**src/rtl/sm83_bus.sv**
```systemverilog
// Memory-cycle bus controller for the SM83 core: decodes each T1..T4 cycle into
// boot ROM, HRAM, IE, I/O register bus or external bus and sequences the strobes.
module sm83_bus #(
    parameter int unsigned HRAM_WORDS    = 127,
    parameter int unsigned BOOT_SIZE     = 256,
    parameter logic [15:0] BOOT_OFF_ADDR = 16'hFF50
) (
    input  logic        clk,
    input  logic        reset,
    input  logic        t1,
    input  logic        t2,
    input  logic        t3,
    input  logic        t4,
    input  logic        rd,
    input  logic        wr,
    input  logic [15:0] aout,
    input  logic [7:0]  ext_dout,
    output logic [7:0]  ext_din,
    output logic [7:0]  iena,
    output logic        iena_sel,
    output logic        boot_en,
    output logic [7:0]  boot_a,
    input  logic [7:0]  boot_d,
    output logic [6:0]  io_a,
    output logic [7:0]  io_dout,
    input  logic [7:0]  io_din,
    output logic        io_rd,
    output logic        io_wr,
    output logic [15:0] bus_a,
    output logic [7:0]  bus_dout,
    input  logic [7:0]  bus_din,
    output logic        bus_d_oe,
    output logic        bus_rd,
    output logic        bus_wr,
    output logic        bus_cs
);

    localparam int unsigned HW = $clog2(HRAM_WORDS);

    typedef enum logic { S_IDLE, S_ACTIVE } state_t;
    typedef enum logic [2:0] { R_BOOT, R_IO, R_BOOTREG, R_HRAM, R_IE, R_EXT } region_t;

    state_t        state_q, state_d;
    region_t       region_q, region_d, region_new;
    logic          wr_q, wr_d;
    logic [HW-1:0] hram_idx_q, hram_idx_d;
    logic          boot_en_q, boot_en_d;
    logic [7:0]    iena_q, iena_d;
    logic [7:0]    rdata_q, rdata_d;
    logic [7:0]    boot_a_q, boot_a_d;
    logic [6:0]    io_a_q, io_a_d;
    logic [7:0]    io_dout_q, io_dout_d;
    logic          io_rd_q, io_rd_d, io_wr_q, io_wr_d;
    logic [15:0]   bus_a_q, bus_a_d;
    logic [7:0]    bus_dout_q, bus_dout_d;
    logic          bus_d_oe_q, bus_d_oe_d;
    logic          bus_rd_q, bus_rd_d, bus_wr_q, bus_wr_d, bus_cs_q, bus_cs_d;

    logic [7:0]    hram [HRAM_WORDS];
    logic [31:0]   aout32;
    logic [7:0]    sel_data;
    logic          hram_we;

    assign aout32 = {16'd0, aout};

    // IE and BOOTREG are tested ahead of the wider ranges that contain them.
    always_comb begin
        region_new = R_EXT;
        if (aout == 16'hFFFF)
            region_new = R_IE;
        else if (aout32 >= 32'hFF80 && aout32 < 32'hFF80 + HRAM_WORDS)
            region_new = R_HRAM;
        else if (aout == BOOT_OFF_ADDR)
            region_new = R_BOOTREG;
        else if (aout[15:7] == 9'b1111_1111_0)
            region_new = R_IO;
        else if (aout32 < BOOT_SIZE && !wr && boot_en_q)
            region_new = R_BOOT;
    end

    always_comb begin
        sel_data = rdata_q;
        case (region_q)
            R_BOOT:    sel_data = boot_d;
            R_IO:      sel_data = io_din;
            R_HRAM:    sel_data = hram[hram_idx_q];
            R_BOOTREG: sel_data = {7'h7F, ~boot_en_q};
            R_EXT:     sel_data = bus_din;
            default:   sel_data = rdata_q;
        endcase
    end

    always_comb begin
        state_d    = state_q;
        region_d   = region_q;
        wr_d       = wr_q;
        hram_idx_d = hram_idx_q;
        boot_en_d  = boot_en_q;
        iena_d     = iena_q;
        rdata_d    = rdata_q;
        boot_a_d   = boot_a_q;
        io_a_d     = io_a_q;
        io_dout_d  = io_dout_q;
        io_rd_d    = io_rd_q;
        io_wr_d    = io_wr_q;
        bus_a_d    = bus_a_q;
        bus_dout_d = bus_dout_q;
        bus_d_oe_d = bus_d_oe_q;
        bus_rd_d   = bus_rd_q;
        bus_wr_d   = bus_wr_q;
        bus_cs_d   = bus_cs_q;
        case (state_q)
            S_IDLE: begin
                if (t1 && (rd || wr)) begin
                    state_d    = S_ACTIVE;
                    region_d   = region_new;
                    wr_d       = wr;
                    hram_idx_d = aout[HW-1:0];
                    if (region_new == R_EXT) begin
                        bus_a_d    = aout;
                        bus_cs_d   = 1'b1;
                        bus_rd_d   = !wr;
                        bus_d_oe_d = wr;
                        if (wr) bus_dout_d = ext_dout;
                    end
                    if (region_new == R_IO) begin
                        io_a_d  = aout[6:0];
                        io_rd_d = !wr;
                        if (wr) io_dout_d = ext_dout;
                    end
                    if (region_new == R_BOOT) boot_a_d = aout[7:0];
                end
            end
            S_ACTIVE: begin
                if (t2) begin
                    bus_wr_d = (region_q == R_EXT) && wr_q;
                    io_wr_d  = (region_q == R_IO) && wr_q;
                end
                if (t3) begin
                    bus_cs_d = 1'b0;
                    bus_rd_d = 1'b0;
                    bus_wr_d = 1'b0;
                    io_rd_d  = 1'b0;
                    io_wr_d  = 1'b0;
                    if (!wr_q) rdata_d = sel_data;
                    if (wr_q && region_q == R_IE) iena_d = ext_dout;
                    if (wr_q && region_q == R_BOOTREG && ext_dout != 8'h00) boot_en_d = 1'b0;
                end
                if (t4) begin
                    bus_d_oe_d = 1'b0;
                    state_d    = S_IDLE;
                end
            end
            default: state_d = S_IDLE;
        endcase
    end

    always_ff @(posedge clk or posedge reset) begin
        if (reset) begin
            state_q    <= S_IDLE;
            region_q   <= R_EXT;
            wr_q       <= 1'b0;
            hram_idx_q <= '0;
            boot_en_q  <= 1'b1;
            iena_q     <= '0;
            rdata_q    <= '0;
            boot_a_q   <= '0;
            io_a_q     <= '0;
            io_dout_q  <= '0;
            io_rd_q    <= 1'b0;
            io_wr_q    <= 1'b0;
            bus_a_q    <= '0;
            bus_dout_q <= '0;
            bus_d_oe_q <= 1'b0;
            bus_rd_q   <= 1'b0;
            bus_wr_q   <= 1'b0;
            bus_cs_q   <= 1'b0;
        end else begin
            state_q    <= state_d;
            region_q   <= region_d;
            wr_q       <= wr_d;
            hram_idx_q <= hram_idx_d;
            boot_en_q  <= boot_en_d;
            iena_q     <= iena_d;
            rdata_q    <= rdata_d;
            boot_a_q   <= boot_a_d;
            io_a_q     <= io_a_d;
            io_dout_q  <= io_dout_d;
            io_rd_q    <= io_rd_d;
            io_wr_q    <= io_wr_d;
            bus_a_q    <= bus_a_d;
            bus_dout_q <= bus_dout_d;
            bus_d_oe_q <= bus_d_oe_d;
            bus_rd_q   <= bus_rd_d;
            bus_wr_q   <= bus_wr_d;
            bus_cs_q   <= bus_cs_d;
        end
    end

    // HRAM keeps its contents through reset; a held reset still blocks the T3 write.
    assign hram_we = (state_q == S_ACTIVE) && t3 && wr_q && (region_q == R_HRAM) && !reset;

    always_ff @(posedge clk) begin
        if (hram_we) hram[hram_idx_q] <= ext_dout;
    end

    assign ext_din  = rdata_q;
    assign iena     = iena_q;
    assign iena_sel = (state_q == S_ACTIVE) && (region_q == R_IE) && !wr_q;
    assign boot_en  = boot_en_q;
    assign boot_a   = boot_a_q;
    assign io_a     = io_a_q;
    assign io_dout  = io_dout_q;
    assign io_rd    = io_rd_q;
    assign io_wr    = io_wr_q;
    assign bus_a    = bus_a_q;
    assign bus_dout = bus_dout_q;
    assign bus_d_oe = bus_d_oe_q;
    assign bus_rd   = bus_rd_q;
    assign bus_wr   = bus_wr_q;
    assign bus_cs   = bus_cs_q;

endmodule

```
**config.mk**
```make
export PLATFORM = sky130hd
export DESIGN_NAME = sm83_bus
export DESIGN_NICKNAME = d
export VERILOG_FILES = /design/src/rtl/sm83_bus.sv
export SDC_FILE = /design/constraint.sdc
export NUM_CORES = 1
export LEC_CHECK = 0
export BUFFER_PORTS_ARGS = -buffer_cell sky130_fd_sc_hd__buf_4
export CORE_UTILIZATION = 49
export CTS_CLUSTER_DIAMETER = 100
export CTS_CLUSTER_SIZE = 28
export DETAILED_ROUTE_END_ITERATION = 10
export GPL_TIMING_DRIVEN = 0
export PLACE_DENSITY = 0.79
export SYNTH_ARGS = -nofsm -noshare
export SYNTH_HDL_FRONTEND = slang
export SYNTH_SLANG_ARGS = --single-unit
```
**constraint.sdc**
```tcl
create_clock -name clk -period 3 [get_ports clk]
set_input_delay 0.75 -clock clk [delete_from_list [all_inputs] [get_ports clk]]
set_output_delay 0.75 -clock clk [all_outputs]
set_load 0.01 [all_outputs]
```
Word-level counts from Yosys, hierarchy flattened
Memory sizes are Yosys's and may differ from the RTL's.
Index checks and enable logic that the tools add are counted.
{ "totals": {"out_inout_bits": 71, "n_memories": 1, "mem_bits_rw": 1016, "latch_bits": 0, "reg_bits": 82, "romBits": 0, "elab_cells": 106} }
{ "mem_list": {"columns": ["memory", "words", "width", "rd", "rd_clocked_by_memory_dff", "write_ports", "line_no", "source"], "rows": [
  ["hram", 127, 8, 1, 0, 1, "59", "logic [7:0] hram [HRAM_WORDS];"]
]} }
{ "op_classes": {"n_eq_ne": 15, "n_shift": 0, "multipliers": 0, "n_bitwise": 3, "n_div": 0, "n_mux": 29, "n_addsub": 0, "order_cmp": 3, "n_reduce_logical": 37} }
{ "ops": {"columns": ["operator", "count"], "rows": [
  ["$pmux 8 s5", 1],
  ["$eq 16x16->1 const B", 2],
  ["$reduce_and 3->1", 8],
  ["$mux 1", 18],
  ["$ge 16x16->1 const B", 1],
  ["$lt 16x16->1 const B", 1],
  ["$lt 16x9->1 const B", 1],
  ["$logic_and 1x1->1", 15],
  ["$mux 3", 5],
  ["$reduce_and 4->1", 3],
  ["$ne 2x2->1 const B", 5],
  ["$pmux 1 s2", 5],
  ["$eq 3x3->1 const B", 3],
  ["$eq 9x9->1 const B", 1],
  ["$reduce_bool 8->1", 1],
  ["$eq 3x1->1 const B", 2],
  ["$eq 3x2->1 const B", 2],
  ["$logic_not 3->1", 2],
  ["$reduce_bool 5->1", 1],
  ["$reduce_and 2->1", 2],
  ["$logic_not 1->1", 3],
  ["$not 1->1", 3],
  ["$reduce_bool 2->1", 1],
  ["$logic_or 1x1->1", 1]
]} }

Logic depth before layout (Yosys ltp)
Gate-level depths: netlist (run 1).
{ "logic_depth": {"ltp_word": 12, "depth_mapped": 12} }

Worst setup path before layout (run 1)
OpenSTA, ideal clock, no wires.
{ "synth_path": {"kind": "input to register", "start": "input reset", "end": "memory hram[126][0] (enable)", "stages": 5, "setup_slack_ps": -1103, "arrival_time_ps": 3733, "required_time_ps": 2630, "n_path_buf": 1, "setup_ps": 370, "cell_sequence": "inv_1 > and4b_1 > nand3_1 > buf_2 > nor2_1"} }
{ "synth_between": {"elab_chain_cells": 4} }
{ "synth_lines": {"columns": ["element", "line_no", "source"], "rows": [
  ["from (decl)", "9", "input logic reset,"],
  ["$logic_not 1->1", "201", "assign hram_we = (state_q == S_ACTIVE) && t3 && wr_q && (region_q == R_HRAM) && !reset;"],
  ["$logic_and 1x1->1", "201", null],
  ["$mux 1", "204", "if (hram_we) hram[hram_idx_q] <= ext_dout;"],
  ["$mux 1 (implied by the code)", "204", null],
  ["to (decl)", "59", null]
]} }
No other way between the ends.

Worst setup path after layout (run 1)
{ "layout_path": {"start": "register hram_idx_q[2]", "end": "register rdata_q[5], in the netlist ext_din[5]"} }
{ "layout_between": {"elab_chain_cells": 2} }
{ "layout_lines": {"columns": ["element", "line_no", "source"], "rows": [
  ["from (decl)", "46", "logic [HW-1:0] hram_idx_q, hram_idx_d;"],
  ["from (signal assigned)", "182", "hram_idx_q <= hram_idx_d;"],
  ["$mem_v2 127x8", null, null],
  ["$pmux 8 s5", "83", "case (region_q)"],
  ["to (signal assigned)", "185", "rdata_q <= rdata_d;"],
  ["to (decl)", "49", "logic [7:0] rdata_q, rdata_d;"]
]} }
No other way between the ends.
A chain may end at the register's enable or synchronous reset.

==> summary.md, run 1 <==
| Metric | Value |
|---|---|
| Status | finished with violations |
| Violated checks | negative setup slack |
| Root Driver | clkbuf_16 |
| Fin. max-slew vios | 0 |
| Gate Count Post-Synth | 2,376 |
| Synth Area in Adders | 0 |
| Fin nets | 2,654 |
| Post-synth EDFFs | 1,016 |
| GR Util All Layers | 0.249 |
| Synth Area in Simple Gates | 0.0396 |
| P_sw | 0.00854 W |
| Die Area | 0.0897 mm^2 |
| Routed len/inst | 30.2 um |
| I/O Pins | 127 |
| Total Neg Setup Slack | -0.814 ns |
| Global route overflow | 0 |
| Vias in the first global route | 23.7k |
| Worst path arrival time | 3.57 ns |
| First-pass GRT wire length | 163,000 um |
| Starting Density | 0.497 |
| Mean area per synthesized cell | 18.3 um^2 |
| RSZ-0062 raised after global routing | yes |
| Most common cell in the netlist | edfxtp_1 |
| Largest fanout on the critical path | 19 |
| Synth Area in Compound Gates | 0.0446 |
| Core region area | 0.0873 mm^2 |
| Dominant cell type by area after synthesis | edfxtp_1 |
| Worst VDD drop | 0.565 mV |
| Drt pass-1 iters | 6 |
| Post-synth top flop | edfxtp_1 |
| Layout cell share with drive strength beyond 1 | 0.278 |
| Sequential fraction of the synthesis area | 0.751 |
| Crit Path Class | flip-flop to flip-flop |
| Post-DP HPWL | 72,500 um |
| CP peak stage delay | 0.39 ns |
| Pwr Density | 623 mW/mm^2 |
| Initial antenna violation count | 2 |
| Die outline height | 300 um |
| # setup viols final | 21 |
| ANT nets after route | 0 |
| CTS tree | built |
| Setup WS post-layout | -0.0930 ns |
| Post-Syn Area | 0.0434 mm^2 |
| Final count of hold timing violations | 0 |
| Hold Path Class | primary input to asynchronous set/reset pin |
| Clock Sinks | 1,098 |
| Period utilization | 1.03 |
| Die width | 300 um |
| Total internal power | 0.0224 W |
| F_max | 323 MHz |
| Flops & latches, synth | 1,098 |
| Count of cell types in the netlist | 59 |
| CTS clk-pin slew, worst paths | 0.12 ns |
| Cells along the critical path | buf_6, buf_8, buf_6, buf_6, mux2i_1, o22ai_1, nor4_4, o211ai_1, a21oi_2, o2111ai_1 |
| Synth warnings | 0 |
| Placed insts | 3,657 |
| Power share of the combinational group | 0.207 |
| Xor/xnor share of the synthesized area | 0 |
| Clock network fraction of total power | 0.241 |
| Clk_skew | 0.0344 ns |
| Slowest-stage cell, CP | nor4_4 |
| PortBufs | 125 |
| Mux contribution to synthesized area | 0.145 |
| Slew headroom | 0.0587 |
| Syn Nets | 2,432 |
| CTS H-tree depth | 2 |
| Total Wirelength | 114,000 um |
| RePlAce Congestion | 0.992 |
| DRC violations left | 0 |
| Worst Path Required | 3.48 ns |
| Post-synth top cells | edfxtp_1 (1,016), mux2i_1 (293), nor2_1 (171), mux4_2 (117), o22ai_1 (117) |
| Leakage power | 16.1 nW |
| Clock buffer depth | 3 |
| Largest family of logic cells by synthesized area | multiplexers |
| Vias | 24.4k |
| Area Overhead vs Synth | 14.4% |
| Vias per inst | 6.47 |
| 1st-iter DRT viols | 4,035 |
| Top cell type's share of synthesized area | 0.703 |
| Sequential share of power | 0.552 |
| Dominant cells by area after synthesis | edfxtp_1 (70%), mux2i_1 (6.8%), mux4_2 (6.1%) |
| Hold_ws | 0.268 ns |
| Finished Layout Cells | 3,775 |
| Post-synth ARST share | 0.0747 |
| Tmin final | 3.09 ns |
| Rows | 108 |
| Clock latency on the worst-skew pair | 0.66 ns |
| Setup crit end kind | flip-flop |
| Max_cap viols | 0 |
| CTS buffer count | 45 |
| Worst setup SP type | flip-flop |
| Actual slew at the worst max-slew pin | 1.41 ns |
| Switching share of power | 0.276 |
| Most frequent CP cell | buf_6 |
| Pin count of the biggest net entering global routing | 132 |
==> metrics by stage <==
| step | total power, W | utilization | area (um^2) | worst slack [ns] |
|---|---|---|---|---|
| 3_5_place_dp | 0.0230 | 0.526 | 45900 | -1.12 |
| 2_1_floorplan | 0.0207 | - | 43500 | -0.278 |
| 6_report | 0.0309 | 0.568 | 49600 | -0.0930 |
| 5_1_grt | 0.0316 | 0.568 | 49600 | -0.0797 |
| 4_1_cts | 0.0304 | 0.559 | 48800 | -0.164 |
| 3_3_place_gp | 0.0229 | 0.525 | 45900 | -1.59 |
==> kinds of logic (layout without fill, tap and decap cells) <==
group | after synthesis | count (layout)
AND/OR/NAND/NOR | 360 | 360
multiplexers | 473 | 473
buffers and inverters | 156 | 397
flip-flops | 1098 | 1098
AO/OA/AOI/OAI | 289 | 289
other | 0 | 3
==> flip-flops by register name (all words and copies together), names as in the netlist, 3 cells and up <==
signal / cells
io_a: 7
bus_a: 16
boot_a: 8
ext_din: 8
iena: 8
hram: 1016
hram_idx_q: 7
io_dout: 8
bus_dout: 8
region_q: 3
==> final timing paths <==
kind	endpoint	from	slack (ns)	depth (start not counted)
min in group clk	state_q	t4	0.30	2
min reg2reg	bus_cs	bus_cs	0.50	1
max reg2reg	ext_din[5]	hram_idx_q[2]	-0.09	10
min	bus_a[14]	reset	0.27	2
max in group asynchronous	hram_idx_q[4]	reset	2.02	3
max	ext_din[5]	hram_idx_q[2]	-0.09	10
==> cells in the final DEF, fill, tap and decap left out, types with 24 or more instances in the layout <==
| master | count |
|---|---|
| mux2i_1 | 288 |
| o21ai_0 | 32 |
| nor2_1 | 41 |
| clkbuf_16 | 47 |
| buf_6 | 33 |
| buf_2 | 24 |
| nand2_1 | 58 |
| dfrtp_1 | 78 |
| clkbuf_1 | 34 |
| buf_4 | 158 |
| edfxtp_1 | 1016 |
| o22ai_1 | 117 |
| buf_12 | 32 |
| mux2_2 | 63 |
| nor2_4 | 110 |
| mux4_2 | 117 |
| nor2b_1 | 25 |
| a211oi_1 | 34 |
==> power groups by stage <==
stage                     combinational, W  sequential (W)  clock, W
final                              0.00640          0.0171   0.00744
after global routing               0.00656          0.0171   0.00791
after CTS                          0.00596          0.0171   0.00740
after detailed placement           0.00561          0.0174         0
after global placement             0.00548          0.0174         0
after floorplan                    0.00328          0.0174         0
==> routing by layer <==
layer | part of all wire | up-vias | GRT usage | wire (um)
met5 | 0.000088 | - | 0 | 10
met4 | 0.041 | 2 | 0.0971 | 4720
met3 | 0.11 | 286 | 0.0412 | 12000
met2 | 0.49 | 1709 | 0.402 | 55400
met1 | 0.37 | 12500 | 0.342 | 41800
li1 | - | 9938 | - | -
==> final cells by class <==
| type | count | area, um^2 |
|---|---|---|
| clock inverter | 2 | 38.8 |
| buffer | 129 | 1090 |
| multi-input combinational | 1122 | 11300 |
| timing repair buffer | 181 | 1850 |
| tap | 1155 | 1450 |
| sequential | 1098 | 32600 |
| fill | 6204 | 37700 |
| inverter | 21 | 82.6 |
| antenna | 3 | 7.51 |
| clock buffer | 64 | 1240 |
==> repair_timing <==
item / 4_1_cts / 5_1_grt
resized for setup: 324 / 113
gates cloned: 1 / 0
endpoints found under the setup margin: 1025 / 800
buffers inserted: 27 / 20
hold buffers: 0 / 0
pin swaps: 33 / 24
==> critical path: cells and delay by family (launching register included) <==
kind	cells	cell delay (ns)
buffers and inverters	4	0.87
AOI/OAI and AO/OA	4	0.98
DFF	1	0.36
and+or+nand+nor	1	0.39
muxes	1	0.30
(Power assumes the default switching activity.)
==> run 2: changes to the inputs <==
REMOVE_ABC_BUFFERS = 1   (was default)
==> summary.md, run 2 (synthesis results as in run 1) <==
| Metric | Value |
|---|---|
| Fin. max-slew vios | 0 |
| Setup crit end kind | flip-flop |
| Worst VDD drop | 0.418 mV |
| Routed len/inst | 28.5 um |
| Pin count of the biggest net entering global routing | 132 |
| Die Area | 0.0897 mm^2 |
| FF-to-FF Start | region_q[1] |
| Hold_buf cts | 0 |
| Total of fill cells in the finished design | 6,190 |
| Clock buffer depth | 3 |
| Vias | 23.6k |
| 1st-iter DRT viols | 2,952 |
| RePlAce Congestion | 0.903 |
| Placed insts | 3,539 |
| Area Overhead vs Synth | 13.6% |
| PortBufs | 126 |
| Vias per inst | 6.31 |
| Worst path arrival time | 3.31 ns |
| Period utilization | 1.01 |
| Leakage power | 16.1 nW |
| GR Util All Layers | 0.232 |
| Initial antenna violation count | 2 |
| First-pass GRT wire length | 153,000 um |
| Die width | 300 um |
| CTS H-tree depth | 2 |
| Total Wirelength | 107,000 um |
| Post-Place Setup Slack | -1.63 ns |
| Layout cell share with drive strength beyond 1 | 0.256 |
| CTS clk-pin slew, worst paths | 0.11 ns |
| # setup viols final | 8 |
| Die outline height | 300 um |
| Final count of hold timing violations | 0 |
| Post-DP HPWL | 59,300 um |
| Finished Layout Cells | 3,742 |
| Clock Sinks | 1,098 |
| CTS buffer count | 45 |
| Clk_skew | 0.0328 ns |
| Fin nets | 2,613 |
| Commonest cells after routing, fill and taps aside | edfxtp_1 (1,016), mux2i_1 (291), buf_4 (212), mux4_2 (117), o22ai_1 (117) |
| Vias in the first global route | 23.4k |
| Largest fanout on the critical path | 23 |
| Rows | 108 |
| Starting Density | 0.497 |
| ANT nets after route | 0 |
| Slew headroom | 0.258 |
| Crit Path Class | flip-flop to flip-flop |
| Global route overflow | 0 |
| F_max | 330 MHz |
| Max_cap viols | 0 |
| Status | finished with violations |
| I/O Pins | 127 |
| Actual slew at the worst max-slew pin | 1.10 ns |
| Tmin final | 3.03 ns |
| Commonest non-fill, non-tap cell in the layout | edfxtp_1 |
| DRC violations left | 0 |
| Worst setup SP type | flip-flop |
| Root Driver | clkbuf_16 |
| Violated checks | negative setup slack |
| RSZ-0062 raised after global routing | yes |
| Largest register by flop count | hram |
| Clock latency on the worst-skew pair | 0.65 ns |
| Worst Setup SP | region_q[1] |
| CTS tree | built |
| Core region area | 0.0873 mm^2 |
| Worst Path Required | 3.28 ns |
| Number of flip-flops in the largest register | 1,016 |
| Drt pass-1 iters | 7 |
| Hold Path Class | primary input to asynchronous set/reset pin |
| Pwr Density | 628 mW/mm^2 |
| Setup WS post-layout | -0.0275 ns |
## run 2: timing repair
item	4_1_cts	5_1_grt
pin swaps	60	7
resized for setup	185	62
setup endpoints to repair	1024	746
buffers inserted	88	12
gates cloned	15	3
## run 2: final cells by class
type | instances | area (um^2) | share of cell area
Timing Repair Buffer | 265 | 2900 | 0.0588
Antenna cell | 1 | 2.50 | 0.0000508
Clock buffer | 73 | 1270 | 0.0258
Clock inverter | 3 | 32.5 | 0.000660
Sequential cell | 1098 | 32600 | 0.661
Tap cell | 1155 | 1450 | 0.0293
Inverter | 21 | 85.1 | 0.00173
Timing Repair inverter | 1 | 5.00 | 0.000102
Multi-Input combinational cell | 1125 | 11000 | 0.222
## run 2: metal layers
| layer | track usage | share of wire |
|---|---|---|
| met1 | 0.307 | 0.37 |
| met2 | 0.372 | 0.48 |
| met3 | 0.0556 | 0.11 |
| met4 | 0.0899 | 0.041 |
| met5 | 0 | 0.00012 |
## run 2: path summary, 6_finish.rpt
path | slack [ns] | endpoint | cells after the start
max | -0.03 | hram[95][7] | 5
min | 0.02 | bus_dout[4] | 2
max reg2reg | -0.03 | hram[95][7] | 5
min reg2reg | 0.52 | io_a[6] | 1
max in group asynchronous | 2.32 | boot_en | 3
min in group clk | 0.29 | state_q | 2
## run 2: power breakdown
part	leakage (nW)	internal [W]	switching (W)	total, W
Sequential	10.2	0.0169	0.000367	0.0173
Combinational	5.34	0.00273	0.00352	0.00626
Clock	0.622	0.00298	0.00444	0.00741
Total	16.1	0.0226	0.00833	0.0309
## run 2: worst max-delay path, cell delays in order, from the launching register on
cell,delay [ns]
dfrtp_4,0.66
nand2_1,0.09
nor3_1,0.25
and4_1,0.49
nand3_4,0.53
nor2_2,0.61
## run 2: through the flow
step	power (W)	util	hold slack [ns]	setup TNS [ns]	area (um^2)
final	0.0309	0.565	0.0216	-0.187	49300
after global routing	0.0316	0.565	0.0366	-3.85	49300
after floorplan	0.0210	-	0.499	-	42600
after global placement	0.0226	0.515	0.470	-	45000
after CTS	0.0306	0.556	0.00116	-5.17	48600
after detailed placement	0.0226	0.520	0.494	-1006.90	45400
